==> config.mk <==
export PLATFORM = sky130hd
export DESIGN_NAME = sram_ctrl
export DESIGN_NICKNAME = d
export VERILOG_FILES = /design/src/rtl/sram_ctrl_pkg.sv /design/src/rtl/sram_lane_align.sv /design/src/rtl/sram_ctrl.sv
export SDC_FILE = /design/constraint.sdc
export NUM_CORES = 1
export LEC_CHECK = 0
export CAP_MARGIN = 20
export CORE_MARGIN = 1.5
export CORE_UTILIZATION = 45
export CTS_CLUSTER_DIAMETER = 60
export CTS_CLUSTER_SIZE = 25
export DETAILED_ROUTE_END_ITERATION = 10
export PLACE_DENSITY = 0.92
export SYNTH_ARGS = -nofsm -noshare
export SYNTH_HDL_FRONTEND = slang
export SYNTH_SLANG_ARGS = --single-unit
==> constraint.sdc <==
create_clock -name clk -period 2.8 [get_ports clk]
set_input_delay 0.7 -clock clk [delete_from_list [all_inputs] [get_ports clk]]
set_output_delay 0.7 -clock clk [all_outputs]
set_load 0.005 [all_outputs]
==> src/rtl/sram_ctrl_pkg.sv <==
// Shared definitions for the SRAM request/response controller:
// FSM state encoding, access-size codes and the lane extension helper.
package sram_ctrl_pkg;

  typedef enum logic [1:0] {
    ST_IDLE  = 2'd0,
    ST_ISSUE = 2'd1,
    ST_WAIT  = 2'd2,
    ST_RESP  = 2'd3
  } mc_state_e;

  localparam logic [1:0] SIZE_BYTE = 2'b00;
  localparam logic [1:0] SIZE_HALF = 2'b01;
  localparam logic [1:0] SIZE_WORD = 2'b10;
  localparam logic [1:0] SIZE_RSVD = 2'b11;

  // Widen a byte or halfword lane to 32 bits, sign- or zero-extended.
  function automatic logic [31:0] ext_lane(input logic [15:0] v,
                                           input logic        is_half,
                                           input logic        sgn);
    logic [31:0] r;
    if (is_half) begin
      r = sgn ? {{16{v[15]}}, v} : {16'h0000, v};
    end else begin
      r = sgn ? {{24{v[7]}}, v[7:0]} : {24'h000000, v[7:0]};
    end
    return r;
  endfunction

endpackage

==> src/rtl/sram_lane_align.sv <==
// Combinational byte-lane steering: store-side select and replication,
// alignment check, and load-side lane extraction with extension.
module sram_lane_align
  import sram_ctrl_pkg::*;
(
  input  logic [1:0]  size,
  input  logic        sgn,
  input  logic [1:0]  addr_lo,
  input  logic [31:0] wdata,
  input  logic [31:0] rdata,
  output logic [3:0]  sel,
  output logic [31:0] wdata_rep,
  output logic        misalign,
  output logic [31:0] rdata_ext
);

  logic [7:0]  byte_s;
  logic [15:0] half_s;

  // Pick the addressed byte and halfword out of the SRAM word.
  always_comb begin
    byte_s = rdata[{addr_lo, 3'b000} +: 8];
    half_s = rdata[{addr_lo[1], 4'b0000} +: 16];
  end

  // Decode lane select, replicated store data, legality and load result.
  always_comb begin
    sel       = 4'b0000;
    wdata_rep = wdata;
    misalign  = 1'b0;
    rdata_ext = rdata;
    case (size)
      SIZE_BYTE: begin
        sel       = 4'b0001 << addr_lo;
        wdata_rep = {4{wdata[7:0]}};
        rdata_ext = ext_lane({8'h00, byte_s}, 1'b0, sgn);
      end
      SIZE_HALF: begin
        sel       = addr_lo[1] ? 4'b1100 : 4'b0011;
        wdata_rep = {2{wdata[15:0]}};
        misalign  = addr_lo[0];
        rdata_ext = ext_lane(half_s, 1'b1, sgn);
      end
      SIZE_WORD: begin
        sel       = 4'b1111;
        misalign  = (addr_lo != 2'b00);
      end
      default: begin
        // reserved size is always rejected
        sel       = 4'b0000;
        misalign  = 1'b1;
        rdata_ext = 32'h0000_0000;
      end
    endcase
  end

endmodule

==> src/rtl/sram_ctrl.sv <==
// Request/response front-end for a single-port word SRAM with a one-cycle
// read latency. Accepts one load/store at a time, rejects misaligned or
// reserved-size requests without touching the SRAM.
module sram_ctrl
  import sram_ctrl_pkg::*;
#(
  parameter int ADDR_W = 32,
  parameter int DATA_W = 32
) (
  input  logic              clk,
  input  logic              rst_n,
  input  logic              req_valid,
  output logic              req_ready,
  input  logic              req_we,
  input  logic [1:0]        req_size,
  input  logic              req_signed,
  input  logic [ADDR_W-1:0] req_addr,
  input  logic [DATA_W-1:0] req_wdata,
  output logic              rsp_valid,
  input  logic              rsp_ready,
  output logic [DATA_W-1:0] rsp_rdata,
  output logic              rsp_err,
  output logic              sram_ce,
  output logic              sram_we,
  output logic [ADDR_W-1:0] sram_addr,
  output logic [3:0]        sram_sel,
  output logic [DATA_W-1:0] sram_wdata,
  input  logic [DATA_W-1:0] sram_rdata
);

  mc_state_e   state_r;
  logic [1:0]  size_r;
  logic        signed_r;
  logic [1:0]  addr_lo_r;
  logic        we_r;

  logic [1:0]  al_size_s;
  logic        al_sgn_s;
  logic [1:0]  al_addr_lo_s;
  logic [3:0]  sel_s;
  logic [31:0] wdata_rep_s;
  logic        misalign_s;
  logic [31:0] rdata_ext_s;

  assign req_ready = (state_r == ST_IDLE);

  // In IDLE the aligner looks at the live request; afterwards at the
  // attributes captured at accept, so the requester may move on.
  always_comb begin
    if (state_r == ST_IDLE) begin
      al_size_s    = req_size;
      al_sgn_s     = req_signed;
      al_addr_lo_s = req_addr[1:0];
    end else begin
      al_size_s    = size_r;
      al_sgn_s     = signed_r;
      al_addr_lo_s = addr_lo_r;
    end
  end

  sram_lane_align u_align (
    .size      (al_size_s),
    .sgn       (al_sgn_s),
    .addr_lo   (al_addr_lo_s),
    .wdata     (req_wdata),
    .rdata     (sram_rdata),
    .sel       (sel_s),
    .wdata_rep (wdata_rep_s),
    .misalign  (misalign_s),
    .rdata_ext (rdata_ext_s)
  );

  // Controller FSM with all SRAM and response outputs registered.
  always_ff @(posedge clk or negedge rst_n) begin
    if (!rst_n) begin
      state_r    <= ST_IDLE;
      size_r     <= 2'b00;
      signed_r   <= 1'b0;
      addr_lo_r  <= 2'b00;
      we_r       <= 1'b0;
      sram_ce    <= 1'b0;
      sram_we    <= 1'b0;
      sram_addr  <= '0;
      sram_sel   <= 4'b0000;
      sram_wdata <= '0;
      rsp_valid  <= 1'b0;
      rsp_err    <= 1'b0;
      rsp_rdata  <= '0;
    end else begin
      case (state_r)
        ST_IDLE: begin
          if (req_valid) begin
            size_r    <= req_size;
            signed_r  <= req_signed;
            addr_lo_r <= req_addr[1:0];
            we_r      <= req_we;
            if (misalign_s) begin
              state_r   <= ST_RESP;
              rsp_valid <= 1'b1;
              rsp_err   <= 1'b1;
              rsp_rdata <= '0;
            end else begin
              state_r    <= ST_ISSUE;
              sram_ce    <= 1'b1;
              sram_we    <= req_we;
              sram_addr  <= {req_addr[ADDR_W-1:2], 2'b00};
              // the SRAM ignores select on reads; drive all lanes
              sram_sel   <= req_we ? sel_s : 4'b1111;
              sram_wdata <= wdata_rep_s;
            end
          end
        end
        ST_ISSUE: begin
          sram_ce <= 1'b0;
          sram_we <= 1'b0;
          if (we_r) begin
            state_r   <= ST_RESP;
            rsp_valid <= 1'b1;
            rsp_err   <= 1'b0;
            rsp_rdata <= '0;
          end else begin
            state_r <= ST_WAIT;
          end
        end
        ST_WAIT: begin
          state_r   <= ST_RESP;
          rsp_valid <= 1'b1;
          rsp_err   <= 1'b0;
          rsp_rdata <= rdata_ext_s;
        end
        ST_RESP: begin
          if (rsp_ready) begin
            state_r   <= ST_IDLE;
            rsp_valid <= 1'b0;
            rsp_err   <= 1'b0;
            rsp_rdata <= '0;
          end
        end
        default: begin
          state_r   <= ST_IDLE;
          sram_ce   <= 1'b0;
          sram_we   <= 1'b0;
          rsp_valid <= 1'b0;
          rsp_err   <= 1'b0;
          rsp_rdata <= '0;
        end
      endcase
    end
  end

endmodule

==> results of run 1 <==
-- worst max-delay path: stages (launching register included) --
cell	delay (ns)
dfrtp_1	0.44
inv_1	0.12
ha_1	0.20
buf_12	0.22
clkdlybuf4s50_1	0.53
-- cells in the final DEF, fill, tap and decap left out, types with 3 or more instances in the layout --
cell type          n
inv_1              8
clkdlybuf4s50_1  205
buf_4             16
nand2b_1           3
a21boi_0           4
buf_12             3
mux2_2            54
o22a_1             6
a221oi_1          24
ha_1               4
o21a_1             8
dfrtp_1          110
nand2_1           77
nor2_1            14
nor3_1             3
o21ai_0           46
o22ai_1            5
o211ai_1           4
o21ai_1           30
a21oi_1            4
a222oi_1           6
clkbuf_16          9
o21bai_1           3
and3b_1            3
mux2i_1           27
-- path summary, 6_finish.rpt --
| check | startpoint | end | slack, ns | cells after the start |
|---|---|---|---|---|
| min | rst_n | rsp_rdata[22] | 0.36 | 1 |
| max in group asynchronous | rst_n | state_r[0] | 1.73 | 2 |
| max | state_r[0] | req_ready | 0.23 | 4 |
| min reg2reg | sram_wdata[27] | sram_wdata[27] | 0.48 | 2 |
| min in group clk | sram_wdata[27] | sram_wdata[27] | 0.48 | 2 |
| max reg2reg | state_r[0] | rsp_rdata[26] | 0.34 | 8 |
-- sequential cells by signal (all words and copies together), names as in the netlist, 2 cells and up --
register,flops
addr_lo_r,2
rsp_rdata,32
size_r,2
sram_addr,30
sram_sel,4
sram_wdata,32
state_r,2
-- power breakdown --
part | switching, mW | total, mW | leakage (nW) | internal [mW]
sequential | 0.482 | 2.79 | 1.39 | 2.31
clock | 0.577 | 1.36 | 0.153 | 0.783
combinational | 2.23 | 4.87 | 1.89 | 2.64
-- Yosys cell counts (all sizes together) (3+ instances only) --
cell	instances	share of area, %
mux2i	28	5.2
nor2	15	1.0
nand2b	3	0.33
a221oi	24	3.7
nor3b	3	0.49
nor3	3	0.27
mux2	54	11
o21ai	76	6.8
and3b	3	0.47
o211ai	4	0.54
buf	25	3.0
ha	4	0.89
o22a	6	0.94
o21a	8	1.1
inv	8	0.54
o22ai	5	0.56
clkbuf	18	1.2
o21bai	3	0.40
nand2	77	5.2
a21boi	4	0.54
dfrtp	110	49
a222oi	6	1.1
a21oi	5	0.51
-- routing by layer --
metal	vias to the layer above	part of all wire (%)	global-route usage, %
li1	2311	-	-
met1	2416	37	29.9
met2	311	49	45.3
met3	51	11	9.16
met4	0	3.3	12.1
met5	-	0	0
-- final cells by class --
type,count,area (um^2)
Tap cell,168,210
Sequential cell,110,2750
Clock buffer,10,229
Clock inverter,5,82.6
Fill cell,890,3980
Multi-Input combinational cell,367,2600
Inverter,8,30.0
Timing Repair Buffer,224,2230
-- cells by family (layout without fill, tap and decap cells) --
family,Yosys count,in the layout,share of synthesized area (%)
DFF,110,110,49.1
buffers and inverters,51,247,4.77
adders and majority gates,4,4,0.892
and+or+nand+nor,115,115,9.19
muxes,82,82,16.1
AOI/OAI and AO/OA,164,164,20.0
other,1,2,0.0668
==> results.json, run 1 <==
{
  "via_per_inst": 5.71,
  "track_usage_pct": 26.5,
  "dieArea_mm2": 0.0131,
  "synth-edff-count": 0,
  "pre_cts_slack_ns": 0.0526,
  "fin_tns_setup_ns": 0,
  "drv_slew": 0,
  "gp_congestion": 0.890,
  "fp.dieW_um": 115,
  "finalSetupViolCount": 0,
  "ys_async_sr_fraction_pct": 100,
  "min_path_type": "input pin to async pin",
  "io_buffer_count": 206,
  "path_clk_slew_ns": 0.07,
  "cts_buffers": 9,
  "cts_setup_buffers": 0,
  "antenna_cells": 0,
  "ys_types": 60,
  "grt_pass1_wl_um": 26700,
  "fin_crit_ns": 2.57,
  "clock_skew_ns": 0.00748,
  "syn_area_mm2": 0.00561,
  "fin_total_pwr_mw": 9.02,
  "relSlewSlack_pct": 56.8,
  "postCtsHoldBufs": 0,
  "drt-pass1-iter-count": 7,
  "ys_ff_latch": 110,
  "io_pins": 209,
  "hold_slack_ns": 0.357,
  "synth_ff_type": "dfrtp_1",
  "initial_utilization_pct": 46.3,
  "arrival_ns": 1.87,
  "worst-setup-path-type": "flop to output pin",
  "path_max_fanout": 42,
  "instances_no_fill": 892,
  "wire_per_inst_um": 19.2,
  "h-tree-depth": 3,
  "ys_seq_area_share_pct": 49.1,
  "worstMarginPinSlew_ns": 0.647,
  "setup_ws_ns": 0.233,
  "synth_area_per_cell_um2": 10.6,
  "area_delta_synth_final_pct": 45.0,
  "grt_pass1_vias": 5209,
  "route.detailed.drc": 0,
  "powerDensity_mw_per_mm2": 1110,
  "hold_viol": 0,
  "cp-start-kind": "flop",
  "yosys_warnings": 0,
  "finalWirelength_um": 17100,
  "core-area_mm2": 0.0121,
  "num_rows": 40,
  "maxCapViolCount": 0,
  "p_leak_nw": 3.43,
  "fmax_ghz": 0.390,
  "clk_path_buf_depth": 2,
  "drtAntennaViolNets": 0,
  "cts_resized": 0,
  "numClockSinks": 110,
  "grt_start_max_net_pins": 99,
  "cts-root-buf": "clkbuf_16",
  "dp_hpwl_um": 12800,
  "first_iter_violations": 339,
  "fin_area_mm2": 0.00814,
  "status": "finished, final reports clean",
  "drive_gt1_share_pct": 13.8,
  "cts_tree": "done",
  "routed-via-count": 5089,
  "die_y_um": 115,
  "clock_latency_ns": 0.35,
  "crit_required_ns": 2.10,
  "postPlaceCellArea_mm2": 0.00782,
  "grt_overflow_total": 0,
  "end_kind": "output pin",
  "rsz0062_at_grt": "no",
  "final_nets": 828,
  "synthCells": 527,
  "dp_cells": 877,
  "ir_drop_uv": 739,
  "fin_util_pct": 67.2,
  "min_period_over_period_pct": 91.7,
  "antenna_found_initial": 0
}
No activity file was read; power rests on OpenSTA's default activity.
==> inputs of run 2 (changes only) <==
==> constraint.sdc (replaced) <==
create_clock -name clk -period 2.8 [get_ports clk]
set_input_delay 0.7 -clock clk [delete_from_list [all_inputs] [get_ports clk]]
set_output_delay 0.7 -clock clk [all_outputs]
set_load 0.02 [all_outputs]
==> results.json, run 2 (synthesis results as in run 1) <==
{
  "via_per_inst": 5.74,
  "die_y_um": 115,
  "antenna_found_initial": 0,
  "drive_gt1_share_pct": 13.7,
  "area_delta_synth_final_pct": 45.0,
  "dp_cells": 875,
  "drv_slew": 0,
  "num_rows": 40,
  "min_path_type": "input pin to async pin",
  "arrival_ns": 1.88,
  "powerDensity_mw_per_mm2": 1210,
  "path_clk_slew_ns": 0.07,
  "grt_pass1_wl_um": 26500,
  "track_usage_pct": 26.3,
  "clk_path_buf_depth": 2,
  "p_leak_nw": 3.42,
  "core-area_mm2": 0.0121,
  "wire_per_inst_um": 19.0,
  "cts_resized": 0,
  "drt-pass1-iter-count": 5,
  "route.detailed.drc": 0,
  "layout_commonest_cell": "clkdlybuf4s50_1",
  "crit_required_ns": 2.10,
  "worst-setup-path-type": "flop to output pin",
  "fin_crit_ns": 2.58,
  "setup_ws_ns": 0.221,
  "instances_no_fill": 891,
  "final_nets": 826,
  "clock_latency_ns": 0.36,
  "grt_start_max_net_pins": 99,
  "fin_tns_setup_ns": 0,
  "fin_util_pct": 67.2,
  "numClockSinks": 110,
  "ir_drop_uv": 608,
  "reg2reg_from": "state_r[0]",
  "cts_setup_buffers": 0,
  "gp_congestion": 0.884,
  "hold_viol": 0,
  "io_buffer_count": 206,
  "grt_overflow_total": 0,
  "nFillCells": 936,
  "cp-start-kind": "flop",
  "crit_start": "state_r[0]",
  "finalSetupViolCount": 0,
  "worstMarginPinSlew_ns": 0.631,
  "cts_buffers": 9,
  "largest_registers": "rsp_rdata (32), sram_wdata (32), sram_addr (30)",
  "rsz0062_at_grt": "no",
  "grt_pass1_vias": 5020,
  "postCtsHoldBufs": 0,
  "routed-via-count": 5113,
  "fp.dieW_um": 115,
  "dieArea_mm2": 0.0131,
  "layout_common_cells": "205 x clkdlybuf4s50_1, 110 x dfrtp_1, 77 x nand2_1",
  "maxCapViolCount": 0,
  "relSlewSlack_pct": 57.9,
  "initial_utilization_pct": 46.3,
  "path_max_fanout": 6,
  "cts-root-buf": "clkbuf_16",
  "fmax_ghz": 0.388,
  "cts_tree": "done",
  "min_period_over_period_pct": 92.1,
  "dp_hpwl_um": 12600,
  "h-tree-depth": 3,
  "status": "finished, final reports clean",
  "io_pins": 209,
  "pre_cts_slack_ns": -0.0153,
  "antenna_cells": 0,
  "clock_skew_ns": 0.00831,
  "end_kind": "output pin",
  "drtAntennaViolNets": 0,
  "first_iter_violations": 320,
  "finalWirelength_um": 17000
}
## run 2: cell count changes in the layout (fill, tap and decap cells not counted), sizes merged
| cell | before | now |
|---|---|---|
| clkinv | 2 | 1 |
| inv | 9 | 10 |
| buf | 19 | 17 |
| clkinvlp | 0 | 1 |
## run 2: layout make-up
cell class / count / area (um^2) / share of cell area, %
Clock buffer: 10 / 229 / 2.81
Clock inverter: 6 / 92.6 / 1.14
Inverter: 8 / 30.0 / 0.369
Multi-Input combinational cell: 367 / 2600 / 32.0
Sequential cell: 110 / 2750 / 33.8
Tap cell: 168 / 210 / 2.58
Timing Repair Buffer: 222 / 2220 / 27.3
## run 2: final timing paths
path | to | slack (ns) | depth (start not counted)
hold / removal | rsp_rdata[23] | 0.36 | 1
setup / recovery | req_ready | 0.22 | 3
setup reg to reg | rsp_rdata[23] | 0.26 | 8
min in group clk | sram_wdata[9] | 0.48 | 2
hold reg to reg | sram_wdata[9] | 0.48 | 2
max in group asynchronous | sram_addr[16] | 1.74 | 2
## run 2: per-stage QoR
step	cell area, um^2	power (mW)	hold slack, ns
floorplan	5610	6.16	0.404
global placement	7810	8.24	0.464
detailed placement	7810	8.44	0.469
CTS	8130	9.88	0.378
global route	8140	10.4	0.414
finish	8140	9.86	0.360
## run 2: per-layer routing
| metal | vias to the layer above | global-route usage, % | routed length [um] |
|---|---|---|---|
| met1 | 2497 | 31.8 | 6630 |
| li1 | 2306 | - | - |
| met2 | 268 | 43.2 | 8090 |
| met4 | 0 | 11.3 | 537 |
| met5 | - | 0 | 0 |
| met3 | 42 | 8.31 | 1690 |
## run 2: worst max-delay path: stages, from the launching register on
cell             delay [ns]
dfrtp_1                0.44
inv_1                  0.11
ha_1                   0.31
clkdlybuf4s50_1        0.66
## run 2: where the power goes
part / internal, mW / leakage, nW / total [mW] / switching (mW)
registers: 2.31 / 1.39 / 2.79 / 0.481
logic: 2.64 / 1.88 / 5.67 / 3.02
clock network: 0.793 / 0.155 / 1.40 / 0.612
